$ cat src/rtl/fifo_wr_arbiter.sv
// Round-robin packet arbiter for one FIFO write port; the owner keeps the port until last or MAX_BEATS beats.
// One-cycle arbitration, one IDLE cycle between packets; fifo_full_i stalls the owner combinationally, so no beat is dropped.
module fifo_wr_arbiter #(
  parameter int NUM_REQ   = 4,
  parameter int WIDTH     = 32,
  parameter int MAX_BEATS = 16
) (
  input  logic                     clk_i,
  input  logic                     rst_i,
  input  logic [NUM_REQ-1:0]       req_valid_i,
  input  logic [NUM_REQ*WIDTH-1:0] req_data_i,
  input  logic [NUM_REQ-1:0]       req_last_i,
  output logic [NUM_REQ-1:0]       req_ready_o,
  output logic [WIDTH-1:0]         fifo_wdata_o,
  output logic                     fifo_we_o,
  input  logic                     fifo_full_i,
  output logic [NUM_REQ-1:0]       grant_o,
  output logic                     err_o,
  input  logic                     err_clr_i
);

  localparam int IW  = $clog2(NUM_REQ);
  localparam int CAW = IW + 1;
  localparam int CW  = $clog2(MAX_BEATS + 1);

  typedef enum logic {IDLE, LOCKED} state_t;

  state_t             state, state_d;
  logic [NUM_REQ-1:0] grant, grant_d;
  logic [IW-1:0]      rr_last, rr_last_d;
  logic [CW-1:0]      beat_cnt, beat_cnt_d;
  logic               err, err_d;

  logic [IW-1:0]      pick;
  logic               pick_vld;
  logic [CAW-1:0]     cand;
  logic [IW-1:0]      owner;
  logic               own_vld;
  logic               own_last;
  logic               xfer;
  logic               at_limit;
  logic               forced;

  // Scanning offsets high to low lets the nearest valid requester after rr_last win.
  always_comb begin
    pick     = '0;
    pick_vld = 1'b0;
    cand     = '0;
    for (int i = NUM_REQ; i >= 1; i--) begin
      cand = {1'b0, rr_last} + CAW'(i);
      if (cand >= CAW'(NUM_REQ)) begin
        cand = cand - CAW'(NUM_REQ);
      end
      if (req_valid_i[cand[IW-1:0]]) begin
        pick     = cand[IW-1:0];
        pick_vld = 1'b1;
      end
    end
  end

  always_comb begin
    owner        = '0;
    fifo_wdata_o = '0;
    own_vld      = 1'b0;
    own_last     = 1'b0;
    for (int n = 0; n < NUM_REQ; n++) begin
      if (grant[n]) begin
        owner        = IW'(n);
        fifo_wdata_o = req_data_i[n*WIDTH +: WIDTH];
        own_vld      = req_valid_i[n];
        own_last     = req_last_i[n];
      end
    end
  end

  assign xfer        = (state == LOCKED) && own_vld && !fifo_full_i;
  assign fifo_we_o   = xfer;
  assign req_ready_o = ((state == LOCKED) && !fifo_full_i) ? grant : '0;
  assign at_limit    = (beat_cnt + CW'(1)) == CW'(MAX_BEATS);
  assign grant_o     = grant;
  assign err_o       = err;

  always_comb begin
    state_d    = state;
    grant_d    = grant;
    rr_last_d  = rr_last;
    beat_cnt_d = beat_cnt;
    forced     = 1'b0;
    case (state)
      IDLE: begin
        if (pick_vld) begin
          state_d    = LOCKED;
          grant_d    = NUM_REQ'(1) << pick;
          beat_cnt_d = '0;
        end
      end
      LOCKED: begin
        if (xfer) begin
          beat_cnt_d = beat_cnt + CW'(1);
          if (own_last || at_limit) begin
            state_d   = IDLE;
            grant_d   = '0;
            rr_last_d = owner;
            forced    = !own_last;
          end
        end
      end
      default: begin
        state_d = IDLE;
        grant_d = '0;
      end
    endcase
    // A forced release in the same cycle as a clear keeps the flag set.
    err_d = forced ? 1'b1 : (err_clr_i ? 1'b0 : err);
  end

  always_ff @(posedge clk_i) begin
    if (rst_i) begin
      state    <= IDLE;
      grant    <= '0;
      rr_last  <= IW'(NUM_REQ - 1);
      beat_cnt <= '0;
      err      <= 1'b0;
    end else begin
      state    <= state_d;
      grant    <= grant_d;
      rr_last  <= rr_last_d;
      beat_cnt <= beat_cnt_d;
      err      <= err_d;
    end
  end

endmodule

$ cat config.mk
export PLATFORM = sky130hd
export DESIGN_NAME = fifo_wr_arbiter
export DESIGN_NICKNAME = d
export VERILOG_FILES = /design/src/rtl/fifo_wr_arbiter.sv
export SDC_FILE = /design/constraint.sdc
export NUM_CORES = 1
export LEC_CHECK = 0
export BUFFER_PORTS_ARGS = -buffer_cell sky130_fd_sc_hd__buf_2
export CORE_ASPECT_RATIO = 0.6
export CORE_UTILIZATION = 34
export CTS_CLUSTER_SIZE = 40
export DETAILED_ROUTE_END_ITERATION = 12
export PLACE_DENSITY = 0.82
export RECOVER_POWER = 100
export SYNTH_ARGS = -nofsm -noshare
export SYNTH_HDL_FRONTEND = slang
export SYNTH_SLANG_ARGS = --single-unit
$ cat constraint.sdc
create_clock -name clk_i -period 2.05 [get_ports clk_i]
set_input_delay 0.3075 -clock clk_i [delete_from_list [all_inputs] [get_ports clk_i]]
set_output_delay 0.3075 -clock clk_i [all_outputs]
set_load 0.03 [all_outputs]
# ---- After elaboration in Yosys (flattened, before gate mapping)
# Cells that the tools add are included.
dict set report classes {
  n_addsub 9
  magnitude_cmp 8
  eq_ne 4
  shifts 1
  muxes 52
  bitwise 1
  n_reduce_logical 10
}
# op n
set op_table {}
lappend op_table {{$mux W32} 4}
lappend op_table {{$mux W1} 25}
lappend op_table {{$mux W2} 10}
lappend op_table {{$mux W4} 4}
lappend op_table {{$ge A3 B3 Y1 const B} 4}
lappend op_table {{$lt A2 B3 Y1 const B} 4}
lappend op_table {{$mux W5} 2}
lappend op_table {{$pmux W5 S2} 1}
lappend op_table {{$bmux W1 S2} 4}
lappend op_table {{$pmux W4 S2} 1}
lappend op_table {{$sub A2 B1 Y2 const B} 4}
lappend op_table {{$add A2 B2 Y3 const B} 2}
lappend op_table {{$reduce_and A3 Y1} 2}
lappend op_table {{$add A5 B1 Y5 const B} 1}
lappend op_table {{$eq A5 B5 Y1 const B} 1}
lappend op_table {{$ne A2 B2 Y1 const B} 2}
lappend op_table {{$shl A1 B2 Y4 const A} 1}
lappend op_table {{$add A2 B1 Y3 const B} 1}
lappend op_table {{$add A2 B3 Y3 const B} 1}
lappend op_table {{$logic_and A1 B1 Y1} 3}
lappend op_table {{$logic_not A1 Y1} 2}
lappend op_table {{$ne A2 B1 Y1 const B} 1}
lappend op_table {{$pmux W1 S2} 1}
lappend op_table {{$reduce_and A2 Y1} 1}
lappend op_table {{3 further kinds} 3}
dict set report word_totals {
  regBits 13
  input_bits 140
  word_cells 90
}

# ---- Longest topological paths before layout
# Gate-level depths: netlist (run 1).
dict set report logic_depth {
  depth_word 12
  mapped_depth 7
}

# ---- Worst setup path after synthesis (run 1)
# OpenSTA, ideal clock, no wires.
dict set report synth_path {
  kind {register to output}
  start {register grant[1] (netlist: grant_o[1])}
  end {output fifo_wdata_o[22]}
  arrival_time_ns 1.915
  t_required_ns 1.742
  path_slack_ns -0.172
  stages_incl_launch_ff 6
  cell_sequence {dfxtp_1 -> nor2b_1 -> buf_6 -> clkbuf_1 -> a22oi_1 -> o21ai_0}
}
dict set report synth_between {
  elab_chain_len 3
}
# element line_no
set synth_rtl {}
lappend synth_rtl {{from (decl)} 29} ;# logic [NUM_REQ-1:0] grant, grant_d;
lappend synth_rtl {{from (signal assigned)} 126} ;# grant <= grant_d;
lappend synth_rtl {{$mux W32 (3 in a row)} 67} ;# if (grant[n]) begin
lappend synth_rtl {{to (decl)} 14} ;# output logic [WIDTH-1:0] fifo_wdata_o,
# No other way between the ends.

# ---- Worst setup path in the final report (run 1)
dict set report layout_path {
  start {register grant[3] (netlist: grant_o[3])}
  end {output fifo_we_o}
}
dict set report layout_between {
  elab_chain_len 3
}
# element line_no
set layout_rtl {}
lappend layout_rtl {{$mux W1} 67}
lappend layout_rtl {{$logic_and A1 B1 Y1 (2 in a row)} 76} ;# assign xfer = (state == LOCKED) && own_vld && !fifo_full_i;
lappend layout_rtl {{to (decl)} 15} ;# output logic fifo_we_o,
# No other way between the ends.

==> results of run 1 <==
worst min-delay path, stage by stage:
cell                       delay (ns)
sky130_fd_sc_hd__buf_2           0.07
sky130_fd_sc_hd__nand2b_1        0.10
sky130_fd_sc_hd__a21oi_1         0.06
worst paths after layout:
kind / from / to / slack (ns) / cells past startpoint
worst max register to register: grant_o[3] / rr_last[1] / 0.39 / 6
worst min-delay path: err_clr_i / err_o / 0.34 / 3
worst min register to register: err_o / err_o / 0.49 / 2
worst max-delay path: grant_o[3] / fifo_we_o / 0.05 / 6
per-layer routing:
| layer | part of all wire | vias to the layer above |
|---|---|---|
| li1 | - | 1202 |
| met1 | 0.42 | 1120 |
| met2 | 0.48 | 142 |
| met3 | 0.083 | 13 |
| met4 | 0.012 | 0 |
| met5 | 0 | - |
cell usage after synthesis, drive strengths merged:
cell    instances
a22oi          64
o21ai          36
clkbuf         14
dfxtp          13
a21oi           7
buf             7
nor2            7
nand2b          6
nor3            6
inv             5
and2            4
and3            4
nand2           4
nand3           4
mux2i           3
nand3b          3
nor2b           3
o32ai           3
a21boi          2
a31oi           2
a211oi          1
a21o            1
a22o            1
a41o            1
and2b           1
and4            1
ha              1
mux2            1
nor4            1
o211ai          1
o21a            1
o22a            1
o22ai           1
o311a           1
o311ai          1
or2             1
or3             1
or3b            1
timing repair:
action	4_1_cts	5_1_grt
cloned	0	0
pin swaps	0	0
endpoints found under the setup margin	3	4
gates resized for setup	1	9
layout make-up:
type / count / area share
Timing Repair Buffer: 188 / 0.378
Sequential cell: 13 / 0.100
Multi-Input combinational cell: 176 / 0.469
Tap cell: 60 / 0.0284
Inverter: 5 / 0.00711
Clock buffer: 4 / 0.0171
where the power goes:
part / internal [W] / switching (W)
registers: 0.000258 / 0.0000100
logic: 0.000235 / 0.000333
clock network: 0.000138 / 0.000104
cell families after synthesis:
| family | after synthesis |
|---|---|
| flip-flops | 13 |
| multiplexers | 4 |
| buffers and inverters | 26 |
| adder cells (fa/ha/maj) | 1 |
| AO/OA/AOI/OAI | 124 |
| AND/OR/NAND/NOR | 47 |
sequential cells by signal, summed over array words and instances (netlist names):
| signal | cells |
|---|---|
| beat_cnt | 5 |
| err_o | 1 |
| grant_o | 4 |
| rr_last | 2 |
| state | 1 |
stage by stage:
step                      power [W]  utilization  hold WS [ns]  setup WS [ns]
final                       0.00108        0.617         0.339         0.0549
after global placement     0.000822        0.601         0.453          0.317
after CTS                   0.00107        0.612         0.332         0.0710
after global routing        0.00114        0.617         0.341      -0.000595
after detailed placement   0.000831        0.601         0.478          0.246
after floorplan            0.000591            -         0.425       -0.00696
==> flow_summary.json, run 1 <==
{
  "final_cell_area_um2": 2640,
  "numCtsBuffers": 3,
  "synthesis.nets": 356,
  "power.density_cell_area_nw_per_um2": 408,
  "postCtsSetupRepairBufs": 0,
  "run_status": "complete, no violations",
  "instances_no_fill": 446,
  "use_met2": 0.397,
  "antennaDiodeCount": 0,
  "max_clock_freq_ghz": 0.501,
  "critPathTopFamily": "buffers and inverters",
  "via_count": 2477,
  "io_pins": 182,
  "clock_tree.htree_level_count": 1,
  "synth.distinct_cells": 44,
  "max_cap_violations": 0,
  "critPathMaxFanout": 18,
  "synth_compound_area_frac": 0.556,
  "final_cell_mix": "175 x sky130_fd_sc_hd__buf_2, 64 x sky130_fd_sc_hd__a22oi_1, 22 x sky130_fd_sc_hd__o21ai_1",
  "antenna_violating_nets_post_route": 0,
  "synthXorXnorAreaFrac": 0,
  "post_synth_simple_gate_area": 0.168,
  "seq_area_frac_synth": 0.165,
  "floorplan.initialDensity": 0.368,
  "yosysTopAreaCell": "sky130_fd_sc_hd__a22oi_1",
  "yosys_warnings": 0,
  "numPortBuffers": 181,
  "critical_path_required_ns": 1.74,
  "finalCritPeriodShare": 0.973,
  "cp_cell_sequence": "buf_4 -> nand2b_1 -> o311a_4 -> nand2_1 -> inv_1 -> buf_2",
  "fillers": 382,
  "tritoncts": "yes",
  "detailed_route_drc_error_count": 0,
  "yosysTopAreaCellShare": 0.305,
  "finalMaxSlewViolations": 0,
  "max-clock-path-buffers": 2,
  "detailedPlacementHpwl_mm": 5.41,
  "globalRoute.totalOverflow": 0,
  "dpl.cell_count": 442,
  "multiInputGateArea_um2": 1240,
  "cts_hold_buf": 0,
  "die_area_um2": 4920,
  "total_negative_setup_slacks_ns": 0,
  "insertion_delay_ns": 0.25,
  "synthTopCellsByArea": "sky130_fd_sc_hd__a22oi_1 31%, sky130_fd_sc_hd__dfxtp_1 17%, sky130_fd_sc_hd__o21ai_0 11%",
  "grt_use_met1": 0.319,
  "synthesis_to_finish_area_growth_pct": 67.7,
  "crit_path_start_kind": "flip-flop",
  "timing.critical_path.slowest_stage_cell": "sky130_fd_sc_hd__dfxtp_2",
  "clock-skew-final_ns": 0.00154,
  "first_pass_iters": 5,
  "power_leakage_nw": 1.28,
  "core_area_um2": 4280,
  "avgViaCountPerCell": 5.55,
  "worst-slew-pin-transition_ns": 0.518,
  "master_cell_of_the_clock_root_buffer": "sky130_fd_sc_hd__clkbuf_8",
  "first_pass_grt_wire_length_mm": 9.36,
  "synth-seq-cells": 13,
  "die_w_um": 89.9,
  "syn_inst": 215,
  "globalRouteTotalUtil": 0.241,
  "regArea_um2": 265,
  "mean_instance_size_in_the_synthesized_netlist_um2": 7.33,
  "cts.sinks": 13,
  "timing.critical_path.slowest_cell_delay_ns": 0.34,
  "slew-limit-headroom": 0.650,
  "post_drt_wl_per_cell_um": 15.3,
  "number_of_global_route_vias_before_repair": 2013,
  "final-setup-viol-count": 0,
  "gpl_wtd_cong": 0.878,
  "ir_worst_vdd_v": 0.000184,
  "cts.reportedPaths.clkPinSlew_ns": 0.06,
  "synth_area_um2": 1580,
  "synth_mux_area_frac": 0.0286,
  "path_class": "reg -> out",
  "finalHoldViolations": 0,
  "post_synth_fa_ha_maj_area_fraction": 0.00794,
  "maximum_number_of_pins_on_one_net_before_global_route_repair": 45,
  "cp.arrival_ns": 1.69,
  "antenna_found_initial": 0,
  "gr-max-usage-layer": "met2",
  "finish.net_count": 528,
  "hp-class": "in -> reg",
  "path_buf_inv": 3,
  "drt_wl_total_mm": 6.83,
  "combinational_family_with_the_most_area_after_synthesis": "compound AO/OA/AOI/OAI gates",
  "final_common_cell": "sky130_fd_sc_hd__buf_2",
  "cp-end-kind": "output pin",
  "dr.first_iter.drc_count": 179,
  "post_dp_cell_area_um2": 2570,
  "period_needed_ns": 2.00,
  "chipHeight_um": 54.7,
  "layout-drive-gt1-share": 0.541,
  "rows": 18,
  "global_route.usage.met3": 0.0625
}
Power figures use the tool's default switching activity.
==> run 2: changes to the inputs <==
--- a/config.mk
+++ b/config.mk
@@ -10,6 +10,7 @@
 export CORE_UTILIZATION = 34
 export CTS_CLUSTER_SIZE = 40
 export DETAILED_ROUTE_END_ITERATION = 12
+export GPL_TIMING_DRIVEN = 0
 export PLACE_DENSITY = 0.82
 export RECOVER_POWER = 100
 export SYNTH_ARGS = -nofsm -noshare
==> constraint.sdc (replaced) <==
create_clock -name clk_i -period 2.2 [get_ports clk_i]
set_input_delay 0.33 -clock clk_i [delete_from_list [all_inputs] [get_ports clk_i]]
set_output_delay 0.33 -clock clk_i [all_outputs]
set_load 0.03 [all_outputs]
==> run 2 against run 1 <==
Clock power shrank 7%. Largest cell class unchanged. Critical path depth grew 1. Final cell count grew 2.7%. Count of clock-buffer cells in the layout is the same.
==> flow_summary.json, run 2 (synthesis gave the netlist of run 1 again) <==
{
  "placement.setup.worst_slack_ns": -0.0268,
  "max_cap_violations": 0,
  "numCtsBuffers": 3,
  "worst-slew-pin-transition_ns": 0.502,
  "globalRoute.totalOverflow": 0,
  "utilization": 0.615,
  "rsz0062_at_grt": "true",
  "dpl.cell_count": 456,
  "timing.critical_path.slowest_stage_cell": "sky130_fd_sc_hd__dfxtp_1",
  "tritoncts": "yes",
  "finalCritPeriodShare": 0.955,
  "gpl_wtd_cong": 0.917,
  "path_class": "reg -> out",
  "avgViaCountPerCell": 5.42,
  "fillers": 394,
  "cp-end-kind": "output pin",
  "rows": 18,
  "detailedPlacementHpwl_mm": 5.75,
  "detailed_route_drc_error_count": 0,
  "power.density_cell_area_nw_per_um2": 380,
  "final-setup-viol-count": 0,
  "dr.first_iter.drc_count": 142,
  "finish.net_count": 540,
  "layout-drive-gt1-share": 0.518,
  "slew-limit-headroom": 0.665,
  "io_pins": 182,
  "r2r_setup_slack_ns": 0.46,
  "drt_wl_total_mm": 6.98,
  "numPortBuffers": 181,
  "first_pass_grt_wire_length_mm": 9.97,
  "crit_path_start_kind": "flip-flop",
  "antennaDiodeCount": 0,
  "cts.sinks": 13,
  "insertion_delay_ns": 0.25,
  "chipHeight_um": 54.7,
  "clock_tree.htree_level_count": 1,
  "final_common_cell": "sky130_fd_sc_hd__buf_2",
  "floorplan.initialDensity": 0.368,
  "finalHoldViolations": 0,
  "antenna_violating_nets_post_route": 0,
  "master_cell_of_the_clock_root_buffer": "sky130_fd_sc_hd__clkbuf_8",
  "cp.arrival_ns": 1.77,
  "max_clock_freq_ghz": 0.476,
  "core_area_um2": 4280,
  "registers.top_by_ff_count": "beat_cnt",
  "ir_worst_vdd_v": 0.000206,
  "final_cell_mix": "181 x sky130_fd_sc_hd__buf_2, 64 x sky130_fd_sc_hd__a22oi_1, 31 x sky130_fd_sc_hd__o21ai_1",
  "critPathTopFamily": "buffers and inverters",
  "critPathMaxFanout": 10,
  "number_of_global_route_vias_before_repair": 2024,
  "run_status": "complete, no violations",
  "layout_setup_ws_ns": 0.0996,
  "die_area_um2": 4920,
  "post_drt_wl_per_cell_um": 15.2,
  "max-clock-path-buffers": 2,
  "synthesis_to_finish_area_growth_pct": 67.0,
  "hp-class": "in -> reg",
  "path_buf_inv": 3,
  "cts.reportedPaths.clkPinSlew_ns": 0.06,
  "power_leakage_nw": 1.29,
  "globalRouteTotalUtil": 0.260,
  "cp_cell_sequence": "buf_2 -> nor2_1 -> and3_4 -> buf_4 -> a22oi_1 -> o21ai_1 -> buf_2",
  "timing.critical_path.slowest_cell_delay_ns": 0.31,
  "flip_flop_count_of_the_largest_register_all_copies_and_words_added": 5,
  "clock-skew-final_ns": 0.00441,
  "crit_top_cell": "sky130_fd_sc_hd__buf_2",
  "period_needed_ns": 2.10,
  "via_count": 2483,
  "critical_path_required_ns": 1.87,
  "antenna_found_initial": 0,
  "finalMaxSlewViolations": 0,
  "maximum_number_of_pins_on_one_net_before_global_route_repair": 17,
  "first_pass_iters": 5,
  "instances_no_fill": 458,
  "die_w_um": 89.9
}
[run 2: final cells by class]
| cell class | instances | area [µm²] | share of cell area |
|---|---|---|---|
| Buffer | 19 | 118 | 0.0447 |
| Timing Repair Buffer | 181 | 911 | 0.346 |
| Tap cell | 60 | 75.1 | 0.0285 |
| Multi-Input combinational cell | 176 | 1200 | 0.457 |
| Inverter | 5 | 18.8 | 0.00713 |
| Sequential cell | 13 | 262 | 0.0994 |
| Clock buffer | 4 | 45.0 | 0.0171 |
[run 2: tightest hold or removal path: cells and delay by family]
kind / cells / cell delay [ns]
and+or+nand+nor: 1 / 0.09
buffers and inverters: 1 / 0.07
AOI/OAI and AO/OA: 1 / 0.06
[run 2: worst paths after layout]
kind | startpoint | end | cells past startpoint
max reg2reg | state | rr_last[1] | 5
max | grant_o[3] | fifo_wdata_o[15] | 7
min reg2reg | beat_cnt[4] | beat_cnt[4] | 2
min | err_clr_i | err_o | 3
[run 2: report_power, final]
group / leakage (nW) / internal [W] / total [W] / switching [W]
Sequential: 0.106 / 0.000242 / 0.000248 / 0.00000681
Clock: 0.0228 / 0.000128 / 0.000225 / 0.0000969
Combinational: 1.16 / 0.000213 / 0.000526 / 0.000312
Total: 1.29 / 0.000583 / 0.000999 / 0.000416
[run 2: timing repair]
item / CTS / global route
hold buffers: 0 / 0
setup buffers: 0 / 0
gates resized for setup: 8 / 18
endpoints found under the setup margin: 33 / 32
endpoints found under the hold margin: 0 / 0
[run 2: metrics by stage]
stage          total power [W]  hold slack, ns  setup TNS (ns)  instance area (µm²)
3_5_place_dp          0.000769           0.474         -0.0945                 2560
3_3_place_gp          0.000763           0.453         -0.0330                 2560
5_1_grt                0.00106           0.365         -0.0296                 2630
4_1_cts               0.000993           0.355               0                 2610
2_1_floorplan         0.000543           0.447               0                 1580
6_report              0.000999           0.352               0                 2630
[run 2: routing by layer]
| layer | track usage | vias up | share of wire |
|---|---|---|---|
| met4 | 0.0511 | 0 | 0.0052 |
| li1 | - | 1226 | - |
| met2 | 0.436 | 128 | 0.47 |
| met1 | 0.348 | 1125 | 0.45 |
| met3 | 0.0639 | 4 | 0.083 |
| met5 | 0 | - | 0 |
